### src/rtl/stream_mux_arb.sv
// stream_mux_arb: N-channel registered stream mux, fixed-select or round-robin arbitration.
// Define STREAM_MUX_LOCK_EN to add in_last/out_last and hold the grant until a packet's last beat.
module stream_mux_arb #(
  parameter int unsigned NCH   = 4,
  parameter int unsigned WIDTH = 16,
  parameter int unsigned SELW  = $clog2(NCH)
) (
  input  logic                 clk,
  input  logic                 rst_n,
  input  logic                 mode,
  input  logic [SELW-1:0]      sel,
  input  logic [NCH*WIDTH-1:0] in_data,
  input  logic [NCH-1:0]       in_valid,
  output logic [NCH-1:0]       in_ready,
`ifdef STREAM_MUX_LOCK_EN
  input  logic [NCH-1:0]       in_last,
  output logic                 out_last,
`endif
  output logic [WIDTH-1:0]     out_data,
  output logic                 out_valid,
  input  logic                 out_ready,
  output logic [SELW-1:0]      out_chan
);

  logic             load_en;
  logic             gany;
  logic [NCH-1:0]   grant;
  logic [SELW-1:0]  gidx;
  logic [SELW-1:0]  cidx;
  logic [SELW-1:0]  ptr;
  logic [WIDTH-1:0] gdata;

`ifdef STREAM_MUX_LOCK_EN
  typedef enum logic {ARB_FREE, ARB_LOCKED} lock_t;
  lock_t           lock_state, lock_next;
  logic [SELW-1:0] lock_ch, lock_ch_next;
`endif

  assign load_en  = !out_valid || out_ready;
  assign in_ready = load_en ? grant : '0;

  always_comb begin
    gany = 1'b0;
    gidx = '0;
    cidx = '0;
`ifdef STREAM_MUX_LOCK_EN
    if (lock_state == ARB_LOCKED) begin
      gany = in_valid[lock_ch];
      gidx = lock_ch;
    end else
`endif
    if (!mode) begin
      if (32'(sel) < NCH) begin
        gany = in_valid[sel];
        gidx = sel;
      end
    end else begin
      // Scan ptr+1 .. ptr+NCH modulo NCH; the first valid channel wins.
      for (int unsigned o = 1; o <= NCH; o++) begin
        cidx = SELW'((32'(ptr) + o) % NCH);
        if (!gany && in_valid[cidx]) begin
          gany = 1'b1;
          gidx = cidx;
        end
      end
    end
    grant       = '0;
    grant[gidx] = gany;
    gdata       = in_data[gidx*WIDTH +: WIDTH];
  end

`ifdef STREAM_MUX_LOCK_EN
  always_comb begin
    lock_next    = lock_state;
    lock_ch_next = lock_ch;
    if (load_en && gany) begin
      lock_ch_next = gidx;
      lock_next    = in_last[gidx] ? ARB_FREE : ARB_LOCKED;
    end
  end

  always_ff @(posedge clk or negedge rst_n) begin
    if (!rst_n) begin
      lock_state <= ARB_FREE;
      lock_ch    <= '0;
    end else begin
      lock_state <= lock_next;
      lock_ch    <= lock_ch_next;
    end
  end
`endif

  always_ff @(posedge clk or negedge rst_n) begin
    if (!rst_n) begin
      out_valid <= 1'b0;
      out_data  <= '0;
      out_chan  <= '0;
      ptr       <= SELW'(NCH - 1);
`ifdef STREAM_MUX_LOCK_EN
      out_last  <= 1'b0;
`endif
    end else if (load_en) begin
      if (gany) begin
        out_valid <= 1'b1;
        out_data  <= gdata;
        out_chan  <= gidx;
`ifdef STREAM_MUX_LOCK_EN
        out_last  <= in_last[gidx];
`endif
        if (mode) begin
          ptr <= gidx;
        end
      end else begin
        out_valid <= 1'b0;
      end
    end
  end

endmodule

### config.mk
export PLATFORM = sky130hd
export DESIGN_NAME = stream_mux_arb
export DESIGN_NICKNAME = d
export VERILOG_FILES = /design/src/rtl/stream_mux_arb.sv
export SDC_FILE = /design/constraint.sdc
export NUM_CORES = 1
export LEC_CHECK = 0
export CORE_MARGIN = 2
export CORE_UTILIZATION = 37
export CTS_CLUSTER_SIZE = 24
export DETAILED_ROUTE_END_ITERATION = 7
export PLACE_DENSITY = 0.82
export SLEW_MARGIN = 20
export SYNTH_ARGS = -nofsm -noshare
export SYNTH_HDL_FRONTEND = slang
export SYNTH_SLANG_ARGS = --single-unit
### constraint.sdc
create_clock -name clk -period 3 [get_ports clk]
set_input_delay 0.75 -clock clk [delete_from_list [all_inputs] [get_ports clk]]
set_output_delay 0.75 -clock clk [all_outputs]
set_load 0.03 [all_outputs]
==> results.md, run 1 <==
| Parameter | Reported | Unit |
|:---|:---|:---|
| Number of global-route vias before repair | 1565 | - |
| Reg2reg path depth | 9 | - |
| Core region area | 4000 | sq um |
| Power density over the cells | 541.3 | nW/um^2 |
| Post-synthesis instance area | 1536 | sq um |
| Total Routing Usage GR | 0.2024 | - |
| Avg WL per Cell | 15.19 | um |
| Cell count after synthesis | 144 | - |
| Diode count | 0 | - |
| Crit path max fanout | 2 | - |
| Required time at the endpoint of the critical path | 2.25 | ns |
| DRC violation total after the first TritonRoute iteration | 71 | - |
| Signal arrival time at the worst endpoint | 2.20 | ns |
| Placement row count | 23 | - |
| Final Worst Setup Slack | 0.04533 | ns |
| Floorplan die height | 68.44 | um |
| Hold Path Stages | 2 | - |
| Sort of element at the start of the critical path | primary input | - |
| Clock transition at path regs | 0.07 | ns |
| Total number of vias | 1563 | - |
| Clk Latency, worst-skew pair | 0.26 | ns |
| H-tree levels | 1 | - |
| Antenna violations before repair | 0 | - |
| Final Max Slew Viols | 0 | - |
| Congestion Overflow GR | 0 | - |
| Non-filler cells, final | 305 | - |
| Global placer's final weighted congestion | 0.9063 | - |
| Half-perimeter wire length after detailed placement | 3.612 | mm |
| Bufs on Longest Clock Path | 2 | - |
| Die outline width | 68.44 | um |
| Syn avg cell area | 10.67 | sq um |
| Total power of the final layout | 1478 | uW |
| Total negative slack for setup checks | 0 | ns |
| Global-route wire length before repair | 7.141 | mm |
| Post-synthesis share of cell area spent on xor and xnor gates | 0.005700 | - |
| Max Freq | 338.4 | MHz |
| Flop and latch count out of synthesis | 21 | - |
| Final critical delay including setup and external delays | 2.955 | ns |
| Number of cells in the design after placement | 299 | - |
| Worst setup path category | primary input to output port | - |
| Post-route standard cell area excluding fillers | 2730 | sq um |
| Proportion of layout cells with a drive suffix above 1 | 0.2118 | - |
| DRC violation count after routing | 0 | - |
| Setup WS pre-CTS | -0.2294 | ns |
| Number of failing hold endpoints at the final stage | 0 | - |
| Count of cell types in the netlist | 39 | - |
| Fraction of the yosys area taken by sequential cells | 0.3436 | - |
| Crit share post-route | 0.9849 | - |
| Count of fill cells added during filler insertion | 327 | - |
| Sum of routed wire length over all layers | 4.632 | mm |
| First-pass iteration count of the detailed router | 6 | - |
| Multiplexer fraction of the synthesized cell area | 0.2296 | - |
| Adder-cell area share of the yosys netlist | 0 | - |
| Simple-gate share of the synthesized area | 0.1221 | - |
| Routed vias/inst | 5.125 | - |
| Total of max-cap violations | 0 | - |
| Tightest slew margin relative to the limit | 0.4359 | - |
| Element type at the critical path end | output port | - |
| CTS tree | done | - |
| Final setup viols | 0 | - |
| Compound-gate portion of the synthesized area | 0.2296 | - |
| Largest family of logic cells by synthesized area | compound AO/OA/AOI/OAI gates | - |
| Ys Warns | 0 | - |
| Post-Place Cell Area | 2623 | sq um |
| Root buffer selected by CTS | clkbuf_8 | - |
| Net total in the final layout | 330 | - |
| Static leakage power | 0.001178 | uW |
| Result of the run | completed | - |
| Pin count of the biggest net entering global routing | 22 | - |
| Transition at the pin with the smallest max-transition slack | 0.8462 | ns |
| Count of pins on the block boundary | 97 | - |
| Kind of path behind the tightest hold check | register to register | - |
| Synthesized netlist net count | 218 | - |
| Initial core utilization | 0.3841 | - |
| Total Die Area | 4684 | sq um |
| Worst IR drop on VDD | 0.0003724 | V |
| Total clock sinks | 21 | - |
| Port Buf Inserts | 96 | - |
| Area growth, synth to finish | 77.69 | % |
| Worst Clk Skew | 0.004585 | ns |
| Clock buffer count from CTS | 3 | - |
| Remaining antenna violation count | 0 | - |
cell usage after synthesis, drive strengths merged:
master   count  area, sq um
nor3         1        5.000
a21o         1        7.510
inv          3        11.26
o22ai        1        6.260
clkbuf       2        7.510
a2111oi      1        8.760
a221oi      16        196.4
a21oi        5        28.78
and4         1        8.760
o31ai        2        20.02
a22o         1        8.760
nand3        3        15.01
nor2b        2        12.51
mux4         1        22.52
and3         1        6.260
nand2        4        15.01
o311ai       1        8.760
a31oi        1        6.260
o21ai        3        18.77
o211ai       1        7.510
dfstp        2        52.55
a211oi       1        7.510
nor3b        1        7.510
nor2        19        71.32
xnor2        1        8.760
o41ai        1        27.53
nand2b       5        33.78
mux2i       33        330.3
dfrtp       19        475.5
buf          9        87.58
and2         2        12.51
cells in the final DEF (no fill, tap or decap), drive strengths merged, types with 4 or more instances in the layout:
cell type	Yosys	routed
a21oi	5	5
a221oi	16	16
buf	9	26
clkdlybuf4s50	0	86
dfrtp	19	19
mux2i	33	33
nand2	4	4
nand2b	5	5
nor2	19	19
what timing repair did:
action,4_1_cts,5_1_grt
hold endpoints to repair,0,0
gates resized for setup,12,9
setup buffers,2,0
endpoints found under the setup margin,4,3
hold buffers,0,0
pin swaps,3,5
layout make-up:
type                    instances  area [sq um]  area share
clock buffers                   3         41.29     0.01512
clock inverters                 1         5.005    0.001833
inverters                       3         11.26    0.004125
multi-input cells             109         950.9      0.3483
flip-flops and latches         21         528.0      0.1934
well taps                      50         62.56     0.02291
repair buffers                118          1131      0.4143
path summary, 6_finish.rpt:
check / startpoint / end / slack, ns
worst max-delay path: sel[1] / in_ready[1] / 0.05
worst min-delay path: out_chan[0] / out_chan[0] / 0.50
worst max register to register: ptr[1] / out_data[12] / 0.62
worst min register to register: out_chan[0] / out_chan[0] / 0.50
max in group asynchronous: rst_n / ptr[0] / 1.90
min in group asynchronous: rst_n / out_data[2] / 0.82
routing by layer:
| metal | vias to the layer above | GRT usage | wire length (um) |
|---|---|---|---|
| li1 | 769 | - | - |
| met1 | 719 | 0.2337 | 1800 |
| met2 | 67 | 0.3498 | 2294 |
| met3 | 8 | 0.06579 | 458 |
| met4 | 0 | 0.06750 | 79 |
| met5 | - | 0 | 0 |
power breakdown:
part / internal [uW] / leakage, uW / switching, uW
sequential: 376 / 0.000234 / 64.4
clock: 92.5 / 0.0000255 / 91.8
combinational: 420 / 0.000919 / 433
total: 888 / 0.00118 / 590
worst max-delay path, cell delays in order:
cell and delay [ns]:
dlygate4sd2_1 0.27, mux4_2 0.56, nand2b_4 0.10, o22ai_2 0.08, and2_4 0.16, nor2b_2 0.15
buf_6 0.14
cells by family after synthesis:
kind of cell	after synthesis
compound gates	35
mux	34
simple gates	39
buf+inv	14
xor+xnor	1
flops	21
flip-flops by register name, indices dropped and copies added (netlist names):
register and count:
out_valid 1, ptr 2, out_chan 2, out_data 16
stage by stage:
step,hold slack (ns),utilization
finish,0.5035,0.6825
CTS,0.5131,0.6747
global route,0.5194,0.6825
detailed placement,0.4964,0.6556
global placement,0.4621,0.6556
floorplan,0.4544,-
No activity file was read; power rests on OpenSTA's default activity.
==> run 2: changes to the inputs <==
--- a/config.mk
+++ b/config.mk
@@ -5,12 +5,13 @@
 export SDC_FILE = /design/constraint.sdc
 export NUM_CORES = 1
 export LEC_CHECK = 0
+export ABC_CLOCK_PERIOD_IN_PS = 3000
 export CORE_MARGIN = 2
 export CORE_UTILIZATION = 37
 export CTS_CLUSTER_SIZE = 24
 export DETAILED_ROUTE_END_ITERATION = 7
+export GPL_ROUTABILITY_DRIVEN = 0
 export PLACE_DENSITY = 0.82
-export SLEW_MARGIN = 20
 export SYNTH_ARGS = -nofsm -noshare
 export SYNTH_HDL_FRONTEND = slang
 export SYNTH_SLANG_ARGS = --single-unit
==> results.md, run 2 (synthesis gave the netlist of run 1 again) <==
| Parameter | Reported | Unit | vs previous |
|:---|:---|:---|:---|
| Signal arrival time at the worst endpoint | 2.18 | ns | was 2.20 ns |
| Largest register FFs | 16 | - | unchanged |
| Proportion of layout cells with a drive suffix above 1 | 0.2375 | - | was 0.2118 |
| Final setup viols | 0 | - | unchanged |
| Delay-heaviest family, CP | buffers and inverters | - | was multiplexers |
| Critical path cell sequence | clkdlybuf4s15_1 > buf_6 > o41ai_4 > buf_4 > o31ai_4 > o21ai_4 > and3_4 > buf_6 | - | was dlygate4sd2_1 > mux4_2 > nand2b_4 > o22ai_2 > and2_4 > nor2b_2 > buf_6 |
| Startpoint of the worst hold path | out_chan[1] | - | was out_chan[0] |
| Root buffer selected by CTS | clkbuf_8 | - | unchanged |
| Final Max Slew Viols | 0 | - | unchanged |
| Total number of vias | 1600 | - | was 1563 |
| Worst setup path category | primary input to output port | - | unchanged |
| Crit path max-delay cell type | o41ai_4 | - | was mux4_2 |
| Antenna violations before repair | 0 | - | unchanged |
| Sum of routed wire length over all layers | 4.641 | mm | was 4.632 mm |
| CTS tree | done | - | unchanged |
| Beginning of the worst register-to-register path | ptr[1] | - | unchanged |
| Final critical delay including setup and external delays | 2.927 | ns | was 2.955 ns |
| Max Freq | 341.7 | MHz | was 338.4 MHz |
| Power density over the cells | 534.7 | nW/um^2 | was 541.3 nW/um^2 |
| Bufs on Longest Clock Path | 2 | - | unchanged |
| Core region area | 4000 | sq um | unchanged |
| RSZ-0062 raised after global routing | no | - |  |
| Total Die Area | 4684 | sq um | unchanged |
| Result of the run | completed | - | unchanged |
| Worst IR drop on VDD | 0.0003708 | V | was 0.0003724 V |
| Remaining antenna violation count | 0 | - | unchanged |
| Total power of the final layout | 1493 | uW | was 1478 uW |
| Pin count of the biggest net entering global routing | 23 | - | was 22 |
| Leading cell types in the layout, fill and taps excluded | clkdlybuf4s50_1 (85), mux2i_1 (32), buf_4 (27) | - | was clkdlybuf4s50_1 (86), mux2i_1 (33), buf_4 (21) |
| Worst Clk Skew | 0.006382 | ns | was 0.004585 ns |
| FF-to-FF setup slack | 0.70 | ns | was 0.62 ns |
| Number of failing hold endpoints at the final stage | 0 | - | unchanged |
| Clock buffer count from CTS | 3 | - | unchanged |
| Net total in the final layout | 336 | - | was 330 |
| Half-perimeter wire length after detailed placement | 3.471 | mm | was 3.612 mm |
| Kind of path behind the tightest hold check | register to register | - | unchanged |
| Total clock sinks | 21 | - | unchanged |
| Number of cells in the design after placement | 301 | - | was 299 |
| Largest Register | out_data | - | unchanged |
| Initial core utilization | 0.3841 | - | unchanged |
| Tightest slew margin relative to the limit | 0.4510 | - | was 0.4359 |
| Crit share post-route | 0.9755 | - | was 0.9849 |
| Area growth, synth to finish | 81.76 | % | was 77.69% |
| Floorplan die height | 68.44 | um | unchanged |
| Hold Path Stages | 1 | - | was 2 |
| DRC violation total after the first TritonRoute iteration | 46 | - | was 71 |
| H-tree levels | 1 | - | unchanged |
| Non-filler cells, final | 311 | - | was 305 |
| Number of global-route vias before repair | 1609 | - | was 1565 |
| Diode count | 0 | - | unchanged |
| Transition at the pin with the smallest max-transition slack | 0.8236 | ns | was 0.8462 ns |
| Element type at the critical path end | output port | - | unchanged |
| Placement row count | 23 | - | unchanged |
| First-pass iteration count of the detailed router | 4 | - | was 6 |
| Global-route wire length before repair | 7.369 | mm | was 7.141 mm |
| Routed vias/inst | 5.145 | - | was 5.125 |
| Worst path buffer plus inverter count | 4 | - | was 2 |
| Total of max-cap violations | 0 | - | unchanged |
| Congestion Overflow GR | 0 | - | unchanged |
| Port Buf Inserts | 96 | - | unchanged |
| Delay of the slowest critical-path stage | 0.38 | ns | was 0.56 ns |
| Leading cell type in the layout, fill and taps excluded | clkdlybuf4s50_1 | - | unchanged |
| Reg-to-reg endpoint | out_data[5] | - | was out_data[12] |
| Clock transition at path regs | 0.07 | ns | about the same |
| Clk Latency, worst-skew pair | 0.26 | ns | about the same |
| Crit path max fanout | 6 | - | was 2 |
| DRC violation count after routing | 0 | - | unchanged |
| Hold buffers post-CTS | 0 | - | unchanged |
| Die outline width | 68.44 | um | unchanged |
| Avg WL per Cell | 14.92 | um | was 15.19 um |
| Most frequent CP cell | buf_6 | - |  |
| Sort of element at the start of the critical path | primary input | - | unchanged |
| Count of pins on the block boundary | 97 | - | unchanged |
| Static leakage power | 0.001213 | uW | was 0.001178 uW |
| Required time at the endpoint of the critical path | 2.25 | ns | about the same |
| Reg2reg path depth | 9 | - | unchanged |
| Worst min-delay path endpoint | out_chan[1] | - | was out_chan[0] |
| Biggest regs | out_data: 16 flops, out_chan: 2 flops, ptr: 2 flops | - | unchanged |
| Total Routing Usage GR | 0.2126 | - | was 0.2024 |
==> run 2: cell count changes in the layout (fill, tap and decap cells not counted), sizes merged <==
cell	before	now
clkdlybuf4s50	86	85
dlymetal6s2s	0	1
clkdlybuf4s15	3	2
dlygate4sd2	3	4
buf	26	32
==> run 2: metrics by stage <==
stage | setup WS (ns) | util | TNS, ns | hold WS (ns) | area, sq um
global placement | -0.1887 | 0.6594 | -0.7067 | 0.4630 | 2638
detailed placement | -0.2085 | 0.6594 | -1.169 | 0.4649 | 2638
floorplan | 0.01136 | - | 0 | 0.4544 | 1544
finish | 0.07341 | 0.6982 | 0 | 0.4788 | 2793
global route | 0.006458 | 0.6982 | 0 | 0.5053 | 2793
CTS | 0.01815 | 0.6919 | 0 | 0.4823 | 2768
==> run 2: repair_timing <==
action                                  in CTS  in global routing
resized for setup                           18                  6
buffers inserted                             5                  1
endpoints found under the setup margin       4                  4
pin swaps                                    8                  3
==> run 2: worst max path at each step <==
stage | cells after the start | slack [ns] | startpoint | to
after floorplan | 7 | 0.01 | in_valid[3] | in_ready[2]
after global placement | 7 | -0.19 | sel[1] | in_ready[1]
after detailed placement | 8 | -0.21 | in_valid[3] | in_ready[3]
after CTS | 8 | 0.02 | in_valid[2] | in_ready[0]
after global routing | 9 | 0.006 | in_valid[2] | in_ready[1]
final | 8 | 0.07 | in_valid[1] | in_ready[0]
==> run 2: layer usage <==
layer	global-route usage	vias to the layer above	wire length, um	share of wire
li1	-	782	-	-
met1	0.2446	742	1874	0.40
met2	0.3630	72	2262	0.49
met3	0.06743	4	452	0.097
met4	0.08500	0	52	0.011
met5	0	-	0	0
==> run 2: final cells by class <==
class	instances	area, sq um
Clock inverter	1	5.005
Clock buffer	3	41.29
Fill cell	304	1207
Tap cell	50	62.56
Timing Repair Buffer	124	1177
Sequential cell	21	528.0
Multi-Input combinational cell	109	967.2
Inverter	3	11.26
==> run 2: power by group <==
group | internal (uW) | total (uW) | switching, uW
clock | 92.6 | 186 | 93.5
sequential | 376 | 440 | 64.2
combinational | 428 | 867 | 439
total | 897 | 1490 | 596
==> run 2: worst register-to-register path, cell delays in order, from the launching register on <==
cell and delay, ns:
dfstp_2 0.63, nand2b_1 0.17, a211oi_2 0.10, o31ai_4 0.28, o21ai_4 0.12, buf_4 0.16, buf_4 0.12, buf_4 0.19
mux2i_1 0.15, a221oi_2 0.28
==> run 3: changes to the inputs <==
--- a/config.mk
+++ b/config.mk
@@ -7,11 +7,12 @@
 export LEC_CHECK = 0
 export ABC_CLOCK_PERIOD_IN_PS = 3000
 export CORE_MARGIN = 2
-export CORE_UTILIZATION = 37
+export CORE_UTILIZATION = 45
 export CTS_CLUSTER_SIZE = 24
 export DETAILED_ROUTE_END_ITERATION = 7
+export DONT_BUFFER_PORTS = 1
 export GPL_ROUTABILITY_DRIVEN = 0
-export PLACE_DENSITY = 0.82
+export PLACE_DENSITY = 0.61
 export SYNTH_ARGS = -nofsm -noshare
 export SYNTH_HDL_FRONTEND = slang
 export SYNTH_SLANG_ARGS = --single-unit
==> results.md, run 3 (synthesis gave the netlist of run 1 again) <==
| Parameter | Reported | Unit | vs previous |
|:---|:---|:---|:---|
| Hold_ws | 0.1159 | ns | was 0.4788 ns |
| Number of global-route vias before repair | 1226 | - | was 1609 |
| Total clock sinks | 21 | - | unchanged |
| First-pass iteration count of the detailed router | 4 | - | unchanged |
| Area growth, synth to finish | 4.397 | % | was 81.76% |
| Total Routing Usage GR | 0.1862 | - | was 0.2126 |
| Required time at the endpoint of the critical path | 2.25 | ns | about the same |
| DRC violation total after the first TritonRoute iteration | 65 | - | was 46 |
| Placement row count | 21 | - | was 23 |
| Diode count | 0 | - | unchanged |
| RSZ-0062 raised after global routing | no | - | unchanged |
| Count of fill cells added during filler insertion | 325 | - | was 304 |
| Hold buffers post-CTS | 0 | - | unchanged |
| Crit path max fanout | 10 | - | was 6 |
| Port Buf Inserts | 0 | - | was 96 |
| Clock buffer count from CTS | 3 | - | unchanged |
| Transition at the pin with the smallest max-transition slack | 0.8229 | ns | was 0.8236 ns |
| Total Die Area | 3898 | sq um | was 4684 sq um |
| Count of pins on the block boundary | 97 | - | unchanged |
| Number of cells in the design after placement | 187 | - | was 301 |
| Finished Core Util | 0.4845 | - | was 0.6982 |
| Clock transition at path regs | 0.13 | ns | was 0.07 ns |
| Antenna violations before repair | 0 | - | unchanged |
| Number of buffers added for setup after CTS | 0 | - | was 5 |
| Leading cell types in the layout, fill and taps excluded | mux2i_1 (33), dfrtp_1 (19), nor2_1 (18) | - | was clkdlybuf4s50_1 (85), mux2i_1 (32), buf_4 (27) |
| Routed vias/inst | 6.293 | - | was 5.145 |
| Worst IR drop on VDD | 0.0002339 | V | was 0.0003708 V |
| Crit share post-route | 0.9294 | - | was 0.9755 |
| Bufs on Longest Clock Path | 2 | - | unchanged |
| Root buffer selected by CTS | clkbuf_4 | - | was clkbuf_8 |
| Floorplan die height | 62.43 | um | was 68.44 um |
| Proportion of layout cells with a drive suffix above 1 | 0.2207 | - | was 0.2375 |
| Static leakage power | 0.0007018 | uW | was 0.001213 uW |
| Kind of path behind the tightest hold check | primary input to async pin | - | was register to register |
| Non-filler cells, final | 191 | - | was 311 |
| Congestion Overflow GR | 0 | - | unchanged |
| Number of failing hold endpoints at the final stage | 0 | - | unchanged |
| Largest Register | out_data | - | unchanged |
| Half-perimeter wire length after detailed placement | 2.719 | mm | was 3.471 mm |
| Worst Clk Skew | 0.008758 | ns | was 0.006382 ns |
| Leading cell type in the layout, fill and taps excluded | mux2i_1 | - | was clkdlybuf4s50_1 |
| Die outline width | 62.43 | um | was 68.44 um |
| Remaining antenna violation count | 0 | - | unchanged |
| Sum of routed wire length over all layers | 3.557 | mm | was 4.641 mm |
| Power density over the cells | 697.8 | nW/um^2 | was 534.7 nW/um^2 |
| Largest register FFs | 16 | - | unchanged |
| Net total in the final layout | 220 | - | was 336 |
| Final Max Slew Viols | 0 | - | unchanged |
| CTS-repair resized insts | 0 | - | was 18 |
| Tightest slew margin relative to the limit | 0.4514 | - | was 0.4510 |
| Max Freq | 358.7 | MHz | was 341.7 MHz |
| Final critical delay including setup and external delays | 2.788 | ns | was 2.927 ns |
| Signal arrival time at the worst endpoint | 2.04 | ns | was 2.18 ns |
| Final setup viols | 0 | - | unchanged |
| CTS tree | done | - | unchanged |
| Core region area | 3311 | sq um | was 4000 sq um |
| Total power of the final layout | 1119 | uW | was 1493 uW |
| Sort of element at the start of the critical path | register | - | was primary input |
| Avg WL per Cell | 18.62 | um | was 14.92 um |
| Initial core utilization | 0.4641 | - | was 0.3841 |
| DRC violation count after routing | 0 | - | unchanged |
| Total negative slack for setup checks | 0 | ns | unchanged |
| Clk Latency, worst-skew pair | 0.30 | ns | was 0.26 ns |
| Pin count of the biggest net entering global routing | 22 | - | was 23 |
| Element type at the critical path end | output port | - | unchanged |
| Global-route wire length before repair | 5.830 | mm | was 7.369 mm |
| Total number of vias | 1202 | - | was 1600 |
| Result of the run | completed | - | unchanged |
| Total of max-cap violations | 0 | - | unchanged |
| Worst setup path category | register to output port | - | was primary input to output port |
| Biggest regs | out_data: 16 flops, out_chan: 2 flops, ptr: 2 flops | - | unchanged |
| H-tree levels | 1 | - | unchanged |
==> run 3: cell count changes in the layout (fill, tap and decap cells not counted), moves of 2 or more <==
cell,delta
dlygate4sd2_1,-4
clkbuf_4,+3
clkdlybuf4s50_1,-85
buf_6,-5
clkdlybuf4s15_1,-2
buf_4,-19
clkbuf_8,-3
==> run 3: routing by layer <==
metal / global-route usage / wire length (um) / part of all wire
met5: 0 / 0 / 0
met4: 0.07222 / 50 / 0.014
met3: 0.04865 / 289 / 0.081
met2: 0.3172 / 1760 / 0.49
met1: 0.2248 / 1457 / 0.41
==> run 3: metrics by stage <==
stage	setup WS, ns	instance area [sq um]
2_1_floorplan	0.01136	1544
3_3_place_gp	0.3338	1577
3_5_place_dp	0.3249	1577
4_1_cts	0.1961	1604
5_1_grt	0.08985	1604
6_report	0.2118	1604
==> run 3: power by group <==
part           total (uW)  leakage, uW  switching (uW)  internal (uW)
combinational         369     0.000451             193            177
sequential            612     0.000234             239            373
clock                 138    0.0000177            88.4           49.7
total                1120     0.000702             520            599
==> run 3: cell type report <==
class                   count  area [sq um]  share of cell area
multi-input cells         109         919.6              0.5733
flip-flops and latches     21         528.0              0.3292
repair buffers              8         60.06             0.03744
well taps                  46         57.56             0.03588
clock buffers               3         22.52             0.01404
inverters                   3         11.26            0.007020
clock inverters             1         5.005            0.003120
==> run 3: worst paths after layout <==
path	from	endpoint	slack, ns	cells after the start
max in group asynchronous	rst_n	ptr[0]	2.70	0
max	ptr[1]	in_ready[3]	0.21	6
min in group clk	ptr[0]	ptr[0]	0.57	2
min	rst_n	out_data[14]	0.12	0
max reg2reg	ptr[1]	out_data[9]	0.84	7
min reg2reg	ptr[0]	ptr[0]	0.57	2
==> run 3: critical path, cell delays in order, from the launching register on <==
cell and delay (ns):
dfstp_2 0.65, nand2b_1 0.14, a211oi_1 0.10, o31ai_2 0.33, o21ai_4 0.14, nor3_2 0.20
buf_4 0.18
